File: src/rtl/ps2_keyboard_receiver_pkg.sv
// Shared constants and types for the PS/2 keyboard receiver.
package ps2_keyboard_receiver_pkg;

  // Receiver frame states (2-bit encoding kept compatible with older users)
  localparam logic [1:0] PS2_IDLE   = 2'd0;
  localparam logic [1:0] PS2_DATA   = 2'd1;
  localparam logic [1:0] PS2_PARITY = 2'd2;
  localparam logic [1:0] PS2_STOP   = 2'd3;

  localparam int PS2_FRAME_BITS = 11;
  localparam int PS2_DATA_BITS  = 8;

  // One-cycle event strobes produced when a frame closes or is aborted
  typedef struct packed {
    logic push;
    logic parity_error;
    logic framing_error;
    logic timeout_error;
  } ps2_evt_t;

  // Odd parity holds when the nine bits D0..D7,P contain an odd number of ones
  function automatic logic ps2_parity_ok(input logic [PS2_DATA_BITS-1:0] data,
                                         input logic par);
    return ^{data, par};
  endfunction

endpackage

File: src/rtl/ps2_keyboard_receiver_input_filter.sv
// Two-flop synchroniser followed by a stability filter: the output only
// follows the synchronised line after it has held a new level for
// FILTER_LEN consecutive clocks. Shorter pulses are dropped.
module ps2_input_filter #(
  parameter int FILTER_LEN = 8
) (
  input  logic clk,
  input  logic rst,
  input  logic din,
  output logic dout
);
  localparam int CW = $clog2(FILTER_LEN + 1);

  logic          sync1_q, sync1_d;
  logic          sync2_q, sync2_d;
  logic          filt_q, filt_d;
  logic [CW-1:0] cnt_q, cnt_d;

  // Next-state: count consecutive disagreeing cycles, flip level at the limit
  always_comb begin
    sync1_d = din;
    sync2_d = sync1_q;
    filt_d  = filt_q;
    cnt_d   = '0;
    if (sync2_q != filt_q) begin
      if (cnt_q == CW'(FILTER_LEN - 1)) begin
        filt_d = sync2_q;
      end else begin
        cnt_d = cnt_q + 1'b1;
      end
    end
  end

  // State registers; idle PS/2 lines are high, so everything resets to 1
  always_ff @(posedge clk or posedge rst) begin
    if (rst) begin
      sync1_q <= 1'b1;
      sync2_q <= 1'b1;
      filt_q  <= 1'b1;
      cnt_q   <= '0;
    end else begin
      sync1_q <= sync1_d;
      sync2_q <= sync2_d;
      filt_q  <= filt_d;
      cnt_q   <= cnt_d;
    end
  end

  assign dout = filt_q;

endmodule

File: src/rtl/ps2_keyboard_receiver.sv
// PS/2 device-to-host receiver: filters both lines, deframes 11-bit
// frames on filtered falling clock edges, and reports scancodes to the
// scancode FIFO along with parity, framing, timeout and overflow faults.
module ps2_keyboard_receiver
  import ps2_keyboard_receiver_pkg::*;
#(
  parameter int FILTER_LEN     = 8,
  parameter int TIMEOUT_CYCLES = 50000
) (
  input  logic       clk,
  input  logic       reset,
  input  logic       ps2_clk,
  input  logic       ps2_dat,
  input  logic       fifo_full,
  input  logic       overflow_clear,
  output logic       push,
  output logic [7:0] push_data,
  output logic       parity_error,
  output logic       framing_error,
  output logic       timeout_error,
  output logic       overflow,
  output logic       busy
);
  localparam int TCW = (TIMEOUT_CYCLES > 1) ? $clog2(TIMEOUT_CYCLES) : 1;
  localparam logic [TCW-1:0] TC_TERM = TCW'(TIMEOUT_CYCLES - 1);

  logic fclk, fdat, fall;

  logic                     fclk_prev_q, fclk_prev_d;
  logic [1:0]               state_q, state_d;
  logic [2:0]               bitcnt_q, bitcnt_d;
  logic [PS2_DATA_BITS-1:0] shift_q, shift_d;
  logic                     par_ok_q, par_ok_d;
  logic [TCW-1:0]           tcnt_q, tcnt_d;
  logic [7:0]               push_data_q, push_data_d;
  logic                     overflow_q, overflow_d;
  ps2_evt_t                 evt_q, evt_d;

  ps2_input_filter #(.FILTER_LEN(FILTER_LEN)) u_clk_filt (
    .clk (clk),
    .rst (reset),
    .din (ps2_clk),
    .dout(fclk)
  );

  ps2_input_filter #(.FILTER_LEN(FILTER_LEN)) u_dat_filt (
    .clk (clk),
    .rst (reset),
    .din (ps2_dat),
    .dout(fdat)
  );

  assign fclk_prev_d = fclk;
  assign fall        = fclk_prev_q & ~fclk;

  // Frame FSM, inter-edge timeout and overflow bookkeeping
  always_comb begin
    state_d     = state_q;
    bitcnt_d    = bitcnt_q;
    shift_d     = shift_q;
    par_ok_d    = par_ok_q;
    tcnt_d      = tcnt_q;
    push_data_d = push_data_q;
    evt_d       = '0;
    overflow_d  = overflow_q;
    if (overflow_clear) overflow_d = 1'b0;

    // Timeout only watches gaps inside a frame; a fall on the terminal
    // count wins because the abort branch requires no fall.
    if (state_q == PS2_IDLE || fall) begin
      tcnt_d = '0;
    end else if (tcnt_q == TC_TERM) begin
      evt_d.timeout_error = 1'b1;
      state_d             = PS2_IDLE;
      bitcnt_d            = '0;
      shift_d             = '0;
      tcnt_d              = '0;
    end else begin
      tcnt_d = tcnt_q + 1'b1;
    end

    if (fall) begin
      case (state_q)
        PS2_IDLE: begin
          if (!fdat) begin
            state_d  = PS2_DATA;
            bitcnt_d = '0;
            shift_d  = '0;
          end
        end
        PS2_DATA: begin
          shift_d[bitcnt_q] = fdat;
          bitcnt_d          = bitcnt_q + 1'b1;
          if (bitcnt_q == 3'd7) state_d = PS2_PARITY;
        end
        PS2_PARITY: begin
          par_ok_d = ps2_parity_ok(shift_q, fdat);
          state_d  = PS2_STOP;
        end
        default: begin
          state_d = PS2_IDLE;
          if (!fdat) begin
            evt_d.framing_error = 1'b1;
          end else if (!par_ok_q) begin
            evt_d.parity_error = 1'b1;
          end else if (fifo_full) begin
            overflow_d = 1'b1;
          end else begin
            evt_d.push  = 1'b1;
            push_data_d = shift_q;
          end
        end
      endcase
    end
  end

  // All receiver state and registered outputs
  always_ff @(posedge clk or posedge reset) begin
    if (reset) begin
      fclk_prev_q <= 1'b1;
      state_q     <= PS2_IDLE;
      bitcnt_q    <= '0;
      shift_q     <= '0;
      par_ok_q    <= 1'b0;
      tcnt_q      <= '0;
      push_data_q <= '0;
      overflow_q  <= 1'b0;
      evt_q       <= '0;
    end else begin
      fclk_prev_q <= fclk_prev_d;
      state_q     <= state_d;
      bitcnt_q    <= bitcnt_d;
      shift_q     <= shift_d;
      par_ok_q    <= par_ok_d;
      tcnt_q      <= tcnt_d;
      push_data_q <= push_data_d;
      overflow_q  <= overflow_d;
      evt_q       <= evt_d;
    end
  end

  assign push          = evt_q.push;
  assign push_data     = push_data_q;
  assign parity_error  = evt_q.parity_error;
  assign framing_error = evt_q.framing_error;
  assign timeout_error = evt_q.timeout_error;
  assign overflow      = overflow_q;
  assign busy          = (state_q != PS2_IDLE);

endmodule

File: config.mk
export PLATFORM = sky130hd
export DESIGN_NAME = ps2_keyboard_receiver
export DESIGN_NICKNAME = d
export VERILOG_FILES = /design/src/rtl/ps2_keyboard_receiver_pkg.sv /design/src/rtl/ps2_keyboard_receiver_input_filter.sv /design/src/rtl/ps2_keyboard_receiver.sv
export SDC_FILE = /design/constraint.sdc
export NUM_CORES = 1
export LEC_CHECK = 0
export ABC_AREA = 0
export BUFFER_PORTS_ARGS = -buffer_cell sky130_fd_sc_hd__buf_2
export CORE_ASPECT_RATIO = 1.25
export CORE_MARGIN = 2
export CORE_UTILIZATION = 59
export DETAILED_ROUTE_END_ITERATION = 8
export PLACE_DENSITY = 0.78
export SETUP_SLACK_MARGIN = 0.2
export SKIP_CTS_REPAIR_TIMING = 1
export SLEW_MARGIN = 20
export SYNTH_ARGS = -nofsm -noshare
export SYNTH_HDL_FRONTEND = slang
export SYNTH_SLANG_ARGS = --single-unit
File: constraint.sdc
create_clock -name clk -period 2.05 [get_ports clk]
set_clock_uncertainty 0.05 [all_clocks]
set_input_delay 0.41 -clock clk [delete_from_list [all_inputs] [get_ports clk]]
set_output_delay 0.41 -clock clk [all_outputs]
set_load 0.02 [all_outputs]
==> impl_metrics.py <==
metrics = {
    "layout": {
        "design_area_um2": 3050,
        "syn2layout_area_growth_pct": 14.1,
        "fin_nets": 287,
        "final_layout_size_suffix_gt1_frac": 0.218,
        "final_cells": 338,
        "num-fill-cells": 338,
        "insertedDiodeCount": 0,
    },
    "setup_path": {
        "max_stage_delay_ns": 0.46,
        "cp.arrival_ns": 1.34,
        "worstPathRequired_ns": 1.59,
        "cp_top_family": "flip-flops",
        "cp-startpoint": "state_q[1]",
        "crit_buf_inv": 1,
        "start_kind": "register",
        "r2r-start": "fclk_prev_q",
        "slowest_stage": "dfrtp_1",
        "end_kind": "output port",
        "crit_chain": "or2_2 > buf_2",
        "crit_type": "reg -> out",
        "path_max_fanout": 9,
    },
    "grt": {
        "overflow": 0,
        "antenna_found_initial": 0,
        "grt_max_degree": 35,
        "track_usage": 0.213,
        "grt_pass1_vias": 1810,
        "grt_pass1_wl_um": 8070,
    },
    "placed_design": {
        "place.gp.congestion": 0.767,
        "dpl_cell_area_um2": 2840,
        "port_buffers": 19,
        "numPlacedInstances": 320,
        "hpwl_um": 3090,
        "pre_cts_ws_ns": 0.238,
    },
    "cts": {
        "clockRootBuffer": "clkbuf_8",
        "cts_tree": "built",
        "cts_max_path_buffers": 2,
        "worst_skew_pair.late_latency_ns": 0.34,
        "htreeDepth": 3,
        "cts_buffers": 9,
        "cts_sinks": 58,
        "clk_pin_slew_ns": 0.06,
    },
    "timing": {
        "tns_ns": 0,
        "slew_headroom": 0.611,
        "maxSlewViolCount": 0,
        "min_period_ns": 1.80,
        "rsz0062_at_grt": "no",
        "fmax_mhz": 557,
        "post-route-period-util": 0.876,
        "worst_pin_slew_ns": 0.582,
        "setup_viol_count_final": 0,
        "hold_violations": 0,
        "finalWorstSetupSlack_ns": 0.255,
    },
    "power_and_ir_drop": {
        "ir_drop_uv": 652,
        "leakagePower_nw": 1.38,
        "powerDensity_nw_per_um2": 1040,
    },
    "yosys": {
        "synth_area_um2": 2680,
        "synth.distinct_cells": 37,
        "postSynthAreaPerCell_um2": 10.8,
        "yosysTopAreaCell": "dfrtp_1",
        "syn_nets": 259,
        "ys_warn_count": 0,
        "synth-seq-cells": 58,
        "synth_top_cell_area_share": 0.477,
        "seq_area_frac_synth": 0.546,
        "synth_area_leaders": "dfrtp_1 48%, dfstp_2 6.9%, xnor2_1 6.9%",
        "syn_inst": 248,
    },
    "run_status": {
        "outcome": "finished with violations",
        "violations": "DRC",
    },
    "floorplan": {
        "die_w_um": 64.2,
        "start_util": 0.609,
        "rows": 27,
        "io-pin-count": 20,
        "dieArea_um2": 5090,
        "die_h_um": 79.3,
        "core_um2": 4390,
    },
    "detailed_routing": {
        "drt-initial-drc-count": 94,
        "drc_errors": 1,
        "ant_nets": 0,
        "drt_first_pass_iters": 6,
        "vias": 1852,
        "finalWirelength_um": 4820,
        "post_drt_wl_per_cell_um": 14.3,
        "viasPerCell": 5.48,
    },
    "run": {
        "timing.max_cap.violations": 0,
    },
    "worst_hold_path": {
        "worstHoldPathType": "in -> async",
    },
}
[cells in the mapped netlist, drive strengths merged]
master,number
nand2,22
a21oi,11
buf,4
nor3,14
mux2,11
xor2,3
a211o,1
nor4bb,1
nor2,29
nor4,4
dfstp,7
o221ai,6
o31a,2
o22ai,2
clkbuf,4
dfrtp,51
nand3b,2
xnor2,21
ha,5
nand2b,5
or3,1
nand3,13
and4bb,1
inv,8
and3,1
nor3b,1
nand4,4
or2,2
nor2b,4
o21ai,5
xnor3,1
nor4b,2
[final cells by class]
type / instances / area [µm²] / area share
well taps: 58 / 72.6 / 0.0238
flip-flops and latches: 58 / 1460 / 0.478
multi-input cells: 175 / 1160 / 0.379
repair buffers: 24 / 145 / 0.0475
clock buffers: 12 / 145 / 0.0475
inverters: 8 / 33.8 / 0.0111
clock inverters: 3 / 40.0 / 0.0131
[per-stage QoR]
stage               hold slack [ns]  total power, mW  utilization
finish                       0.0677             3.19        0.695
global route                 0.0961             3.39        0.695
CTS                          0.0739             3.19        0.689
detailed placement            0.298             2.19        0.647
global placement              0.297             2.17        0.647
floorplan                     0.295             2.03            -
[cells in the final DEF (no fill, tap or decap), types with 5 or more instances in the layout]
master     n
buf_2     19
inv_1      7
o221ai_1   6
dfstp_2    7
nor2_1    28
nand3_1   13
clkbuf_8  10
mux2_2     8
dfrtp_1   51
ha_1       5
a21oi_1   11
o21ai_0    5
nor3_1    14
nand2_1   22
xnor2_1   21
[sequential cells by signal, indices dropped and copies added (netlist names), 2 cells and up]
name	count
bitcnt_q	3
push_data	8
shift_q	8
state_q	2
tcnt_q	16
u_clk_filt.cnt_q	4
u_dat_filt.cnt_q	4
[per-layer routing]
layer  track usage  vias to the layer above  routed length [µm]
met5             0                        -                   0
met4         0.109                        0                  96
met3        0.0878                        8                 176
met2         0.346                       33                2530
met1         0.242                      894                2020
li1              -                      917                   -
[logic make-up (layout without fill, tap and decap cells)]
logic type | count (synthesis) | after routing | share of synthesized area
AOI/OAI and AO/OA | 27 | 27 | 0.0640
xor gates and xnor gates | 25 | 25 | 0.0870
adders and majority gates | 5 | 5 | 0.0234
buffers and inverters | 16 | 47 | 0.0262
DFF | 58 | 58 | 0.546
muxes | 11 | 11 | 0.0463
and+or+nand+nor | 106 | 107 | 0.208
[power by group]
group / switching (mW) / internal [mW]
logic: 0.407 / 0.316
registers: 0.164 / 1.31
clock network: 0.409 / 0.584
total: 0.979 / 2.21
[path summary, 6_finish.rpt]
kind	endpoint	slack [ns]	depth (start not counted)
hold reg to reg	u_dat_filt.sync2_q	0.31	0
setup reg to reg	push_data[2]	0.29	4
hold / removal	state_q[1]	0.07	2
min in group clk	u_dat_filt.sync1_q	0.12	1
setup / recovery	busy	0.25	2
max in group asynchronous	fclk_prev_q	1.28	3
Note: power is estimated with default switching activity, not from simulation.
